==> src/rtl/traffic_sensor_conditioner.sv <==
// Conditions four raw vehicle-detector lines into 2-bit per-lane traffic levels.
// Each lane is synchronised, debounced and edge-detected, and its events are counted over a tick window.
module traffic_sensor_conditioner #(
  parameter int DEBOUNCE_CYC = 4,
  parameter int WINDOW_TICKS = 10,
  parameter int CNT_W        = 6,
  parameter int TH1          = 2,
  parameter int TH2          = 5,
  parameter int TH3          = 9
) (
  input  logic       clk,
  input  logic       rst_n,
  input  logic       tick,
  input  logic       det_a,
  input  logic       det_b,
  input  logic       det_c,
  input  logic       det_d,
  output logic [1:0] Sa,
  output logic [1:0] Sb,
  output logic [1:0] Sc,
  output logic [1:0] Sd,
  output logic       window_done,
  output logic [3:0] sat_flags
);

  localparam int DEB_W = $clog2(DEBOUNCE_CYC + 1);
  localparam int WIN_W = (WINDOW_TICKS > 1) ? $clog2(WINDOW_TICKS) : 1;
  localparam logic [CNT_W-1:0] CNT_MAX = '1;

  logic [3:0]            det;
  logic [3:0]            sync1;
  logic [3:0]            sync2;
  logic [3:0]            filt;
  logic [3:0]            ev;
  logic [3:0]            pend_sat;
  logic [3:0]            sat_hit;
  logic [3:0][DEB_W-1:0] deb_cnt;
  logic [3:0][CNT_W-1:0] cnt;
  logic [3:0][CNT_W-1:0] cnt_eff;
  logic [3:0][1:0]       raw_lvl;
  logic [3:0][1:0]       lvl;
  logic [WIN_W-1:0]      win_cnt;
  logic                  win_end;

  assign det = {det_d, det_c, det_b, det_a};

  always_ff @(posedge clk or negedge rst_n) begin
    if (!rst_n) begin
      sync1 <= '0;
      sync2 <= '0;
    end else begin
      sync1 <= det;
      sync2 <= sync1;
    end
  end

  // The filtered value only follows the synchronised line after DEBOUNCE_CYC
  // consecutive disagreeing clocks; ev pulses for one cycle on a filtered rise.
  always_ff @(posedge clk or negedge rst_n) begin
    if (!rst_n) begin
      filt    <= '0;
      ev      <= '0;
      deb_cnt <= '0;
    end else begin
      for (int i = 0; i < 4; i++) begin
        ev[i] <= 1'b0;
        if (sync2[i] == filt[i]) begin
          deb_cnt[i] <= '0;
        end else if (deb_cnt[i] == DEB_W'(DEBOUNCE_CYC - 1)) begin
          filt[i]    <= ~filt[i];
          deb_cnt[i] <= '0;
          ev[i]      <= ~filt[i];
        end else begin
          deb_cnt[i] <= deb_cnt[i] + 1'b1;
        end
      end
    end
  end

  assign win_end = tick && (win_cnt == WIN_W'(WINDOW_TICKS - 1));

  always_ff @(posedge clk or negedge rst_n) begin
    if (!rst_n) begin
      win_cnt <= '0;
    end else if (tick) begin
      win_cnt <= win_end ? '0 : win_cnt + 1'b1;
    end
  end

  // An event landing on the window-end cycle still belongs to the closing window.
  always_comb begin
    for (int i = 0; i < 4; i++) begin
      sat_hit[i] = ev[i] && (cnt[i] == CNT_MAX);
      cnt_eff[i] = (ev[i] && (cnt[i] != CNT_MAX)) ? cnt[i] + 1'b1 : cnt[i];
      if (cnt_eff[i] < CNT_W'(TH1))      raw_lvl[i] = 2'd0;
      else if (cnt_eff[i] < CNT_W'(TH2)) raw_lvl[i] = 2'd1;
      else if (cnt_eff[i] < CNT_W'(TH3)) raw_lvl[i] = 2'd2;
      else                               raw_lvl[i] = 2'd3;
    end
  end

  always_ff @(posedge clk or negedge rst_n) begin
    if (!rst_n) begin
      cnt      <= '0;
      pend_sat <= '0;
    end else if (win_end) begin
      cnt      <= '0;
      pend_sat <= '0;
    end else begin
      cnt      <= cnt_eff;
      pend_sat <= pend_sat | sat_hit;
    end
  end

  // window_done is a single-cycle strobe (no ready/backpressure): it is high
  // exactly in the cycle the new levels and sat_flags first appear.
  always_ff @(posedge clk or negedge rst_n) begin
    if (!rst_n) begin
      lvl         <= '0;
      sat_flags   <= '0;
      window_done <= 1'b0;
    end else begin
      window_done <= win_end;
      if (win_end) begin
        sat_flags <= pend_sat | sat_hit;
        for (int i = 0; i < 4; i++) begin
          // raw < lvl implies lvl >= 1, so the decay never wraps
          lvl[i] <= (raw_lvl[i] >= lvl[i]) ? raw_lvl[i] : lvl[i] - 2'd1;
        end
      end
    end
  end

  assign Sa = lvl[0];
  assign Sb = lvl[1];
  assign Sc = lvl[2];
  assign Sd = lvl[3];

endmodule

==> config.mk <==
export PLATFORM = sky130hd
export DESIGN_NAME = traffic_sensor_conditioner
export DESIGN_NICKNAME = d
export VERILOG_FILES = /design/src/rtl/traffic_sensor_conditioner.sv
export SDC_FILE = /design/constraint.sdc
export NUM_CORES = 1
export LEC_CHECK = 0
export ABC_AREA = 1
export CORE_ASPECT_RATIO = 1.75
export CORE_UTILIZATION = 50
export CTS_BUF_LIST = sky130_fd_sc_hd__clkbuf_4 sky130_fd_sc_hd__clkbuf_8 sky130_fd_sc_hd__clkbuf_16
export DETAILED_ROUTE_END_ITERATION = 6
export HOLD_SLACK_MARGIN = 0.05
export PLACE_DENSITY = 0.66
export RECOVER_POWER = 25
export SYNTH_ARGS = -nofsm -noshare
export SYNTH_HDL_FRONTEND = slang
export SYNTH_SLANG_ARGS = --single-unit
export TNS_END_PERCENT = 50
==> constraint.sdc <==
create_clock -name clk -period 2.95 [get_ports clk]
set_input_delay 0.59 -clock clk [delete_from_list [all_inputs] [get_ports clk]]
set_output_delay 0.59 -clock clk [all_outputs]
set_load 0.1 [all_outputs]
==> metrics.txt <==
starting density of the core=between 50% and 60%; CTS Hold Bufs=0; Yosys top cell area share=between 40% and 50%; Leak=0.00231 µW; cell count of the worst reg-to-reg path=19; post-CTS setup buffers=0; global-route met1 utilization=20.5%; Synth area leaders=dfrtp_1 47%, nand2_1 9.7%, inv_1 7.4%; Synth area leader=dfrtp_1; Core Area=7570 µm²; fraction of layout cells with a size suffix above 1=between 10% and 20%; Site Rows=42; Layout area overhead=14.0%; Critical Path Sink Type=flop; WL final=around 7300 µm; final setup fails=0; non-filler cells, final=between 500 and 600; Die Ht=119 µm; simple-gate share of the synthesized area=between 20% and 30%; Die ar.=slightly above 8000 µm²; sequential group share of total power=around a third; final core occ=between 50 and 60%; kind of start point of the critical path=flop; RR Endpoint=Sa[0]; vias per cell=around 5; largest family of logic cells by synthesized area=simple AND/OR/NAND/NOR gates; Switching Fraction=between 40 and 50%; hold worst-path end=sync2[2]; Highest Clock Rate=between 300 and 400 MHz; Slew Viols, Final=74; worst hold path class=reg2reg; CTS-repair resized insts=0; gpl congestion=roughly 0.83; CTS Buf Count=9; commonest cells in the netlist=101 x nand2_1, 77 x inv_1, 73 x dfrtp_1, 46 x nor2_1, 28 x nand3_1; Inst Count DP=around 580; worst r2r src=cnt[0]; min-delay src=sync1[2]; Synth Net Count=around 500; post-synthesis compound-gate area fraction=between 10% and 20%; unrepaired setup endpoints after global routing=false; WL/cell=roughly 12 µm; register-to-register setup slack=0.32 ns; H-tree depth=3; initial antenna violation count=0; relative slew slack=-18.5%; Ports=20; Sw Pwr=2540 µW; clock period minus worst slack=around 2.6 ns; Power Density=about 1200 nW/µm²; nets@finish=about 530; mux cell area share after synthesis=0%; adder-cell share of the synthesized area=under 10%; Synth cell types=34; GR Util All Layers=approximately 21%; most frequent cell after synthesis=nand2_1; Final Hold Vio Count=0; CTS Buffer Depth=2; synthesized flop and latch total=73; post-synthesis xor/xnor area fraction=under 10%; crit share post-route=89.1%; CTS tree=yes; EDFF count, synth=0; status=complete, but fails checks; clk sinks=73; yosys warns=0; final total power=5350 µW; register area share after synthesis=46.5%; mean post-synth cell area=a little over 8 µm²; Critical Path RT=3.20 ns; ANT cells=0; clock share of power=between 10% and 20%; grt met3 use=under 10%; Worst-Margin Slew=roughly 1.8 ns; port bufs=19; GR Util met2=38.5%; ys async rst share=between 90% and 100%; DRC viols=0; combinational share of power=49.8%; failing checks=capacitance limit, slew limit; Root Buffer=clkbuf_16; Crit Path Class=reg2reg; first-pass GRT wire length=roughly 13,000 µm; Max IR drop VDD=~0.83 mV; CP arrival=about 2.9 ns; largest net degree at the start of global routing=between 70 and 80; TritonRoute pass-1 iters=4; Overflow after GRT=0; cell internal pwr=roughly 2800 µW; vias in the first global route=a little over 3,000; Crit Path Max Fanout=4; gr busiest metal=met2; Post-Synthesis Cells=474; final setup TNS=0 ns; 1st-iter DRT viols=about 140; ys flop type=dfrtp_1; Reg clk slew, reported paths=approximately 0.060 ns; worst skew pair latency=0.33 ns; ANT nets after route=0; skew final=0.00724 ns; total number of vias=~3,000; width of the chip=69.0 µm; Worst Hold Depth=0; maxcap violations=1; DPL Wire Length=about 5400 µm; post-synthesis cell area=3930 µm²
-- placed cells by master (no fill, tap or decap), drive strengths merged --
cell type	count
a21o	3
a21oi	18
a22oi	3
a31oi	3
buf	16
clkbuf	12
clkdlybuf4s50	1
clkinv	4
clkinvlp	1
dfrtp	73
dlygate4sd3	4
ha	18
inv	82
nand2	114
nand3	36
nand3b	2
nand4	8
nor2	48
nor3	9
nor3b	4
o21ai	26
o21bai	8
o22ai	1
xnor2	7
xor2	4
-- kinds of logic (layout without fill, tap and decap cells) --
kind of cell / Yosys count / after routing
and+or+nand+nor: 221 / 221
xor gates and xnor gates: 11 / 11
AOI/OAI and AO/OA: 62 / 62
adders and majority gates: 18 / 18
DFF: 73 / 73
buffers and inverters: 89 / 120
-- metal layers --
metal	wire length (µm)	up-vias
met4	178	0
met3	116	12
li1	-	1554
met2	4280	21
met1	2750	1430
met5	0	-
-- how the worst max path moves through the flow --
| stage | start | end | cells after the start |
|---|---|---|---|
| floorplan | cnt[18] | Sd[0] | 17 |
| global placement | cnt[0] | Sa[0] | 19 |
| detailed placement | cnt[0] | Sa[0] | 19 |
| CTS | cnt[18] | Sd[0] | 17 |
| global route | cnt[0] | Sa[0] | 19 |
| finish | cnt[0] | Sa[0] | 19 |
-- area by class of cell --
class	instances	area [µm²]
clock buffers	11	246
multi-input cells	312	1760
well taps	88	110
inverters	82	308
clock inverters	5	31.3
repair buffers	22	188
fillers	703	3090
flip-flops and latches	73	1830
-- critical path, stage by stage (launching register included) --
cell and delay (ns):
dfrtp_1 0.40, ha_1 0.23, nand2_1 0.09, nor2_1 0.06
nand2_1 0.15, nand3b_1 0.12, nand2_2 0.11, nand2_1 0.06
nand2_1 0.07, nand3_2 0.10, nand2_1 0.10, nand2_1 0.05
ha_1 0.26, nor2_1 0.10, inv_1 0.05, a21oi_2 0.15
inv_1 0.07, o21ai_0 0.14, inv_1 0.06, a21oi_1 0.16
-- through the flow --
step                setup WS, ns  hold slack, ns  instance area [µm²]
floorplan                  0.585           0.294                 3930
global placement           0.350           0.334                 4190
detailed placement         0.292           0.339                 4190
CTS                        0.221           0.351                 4470
global route              0.0255           0.365                 4470
finish                     0.321           0.348                 4470
-- flip-flops by register name, summed over array words and instances, names as in the netlist --
signal / count
cnt: 24
deb_cnt: 12
ev: 4
filt: 4
pend_sat: 4
sat_flags: 4
sync1: 4
sync2: 4
win_cnt: 4
Sa: 2
Sb: 2
Sc: 2
Sd: 2
window_done: 1
-- power groups by stage --
stage | clock (µW) | combinational (µW) | sequential, µW
after floorplan | 0 | 1570 | 2190
after global placement | 0 | 2570 | 1690
after detailed placement | 0 | 2650 | 1700
after CTS | 1040 | 2680 | 1690
after global routing | 1070 | 3010 | 1740
final | 1000 | 2670 | 1690
No activity file was read; power rests on OpenSTA's default activity.
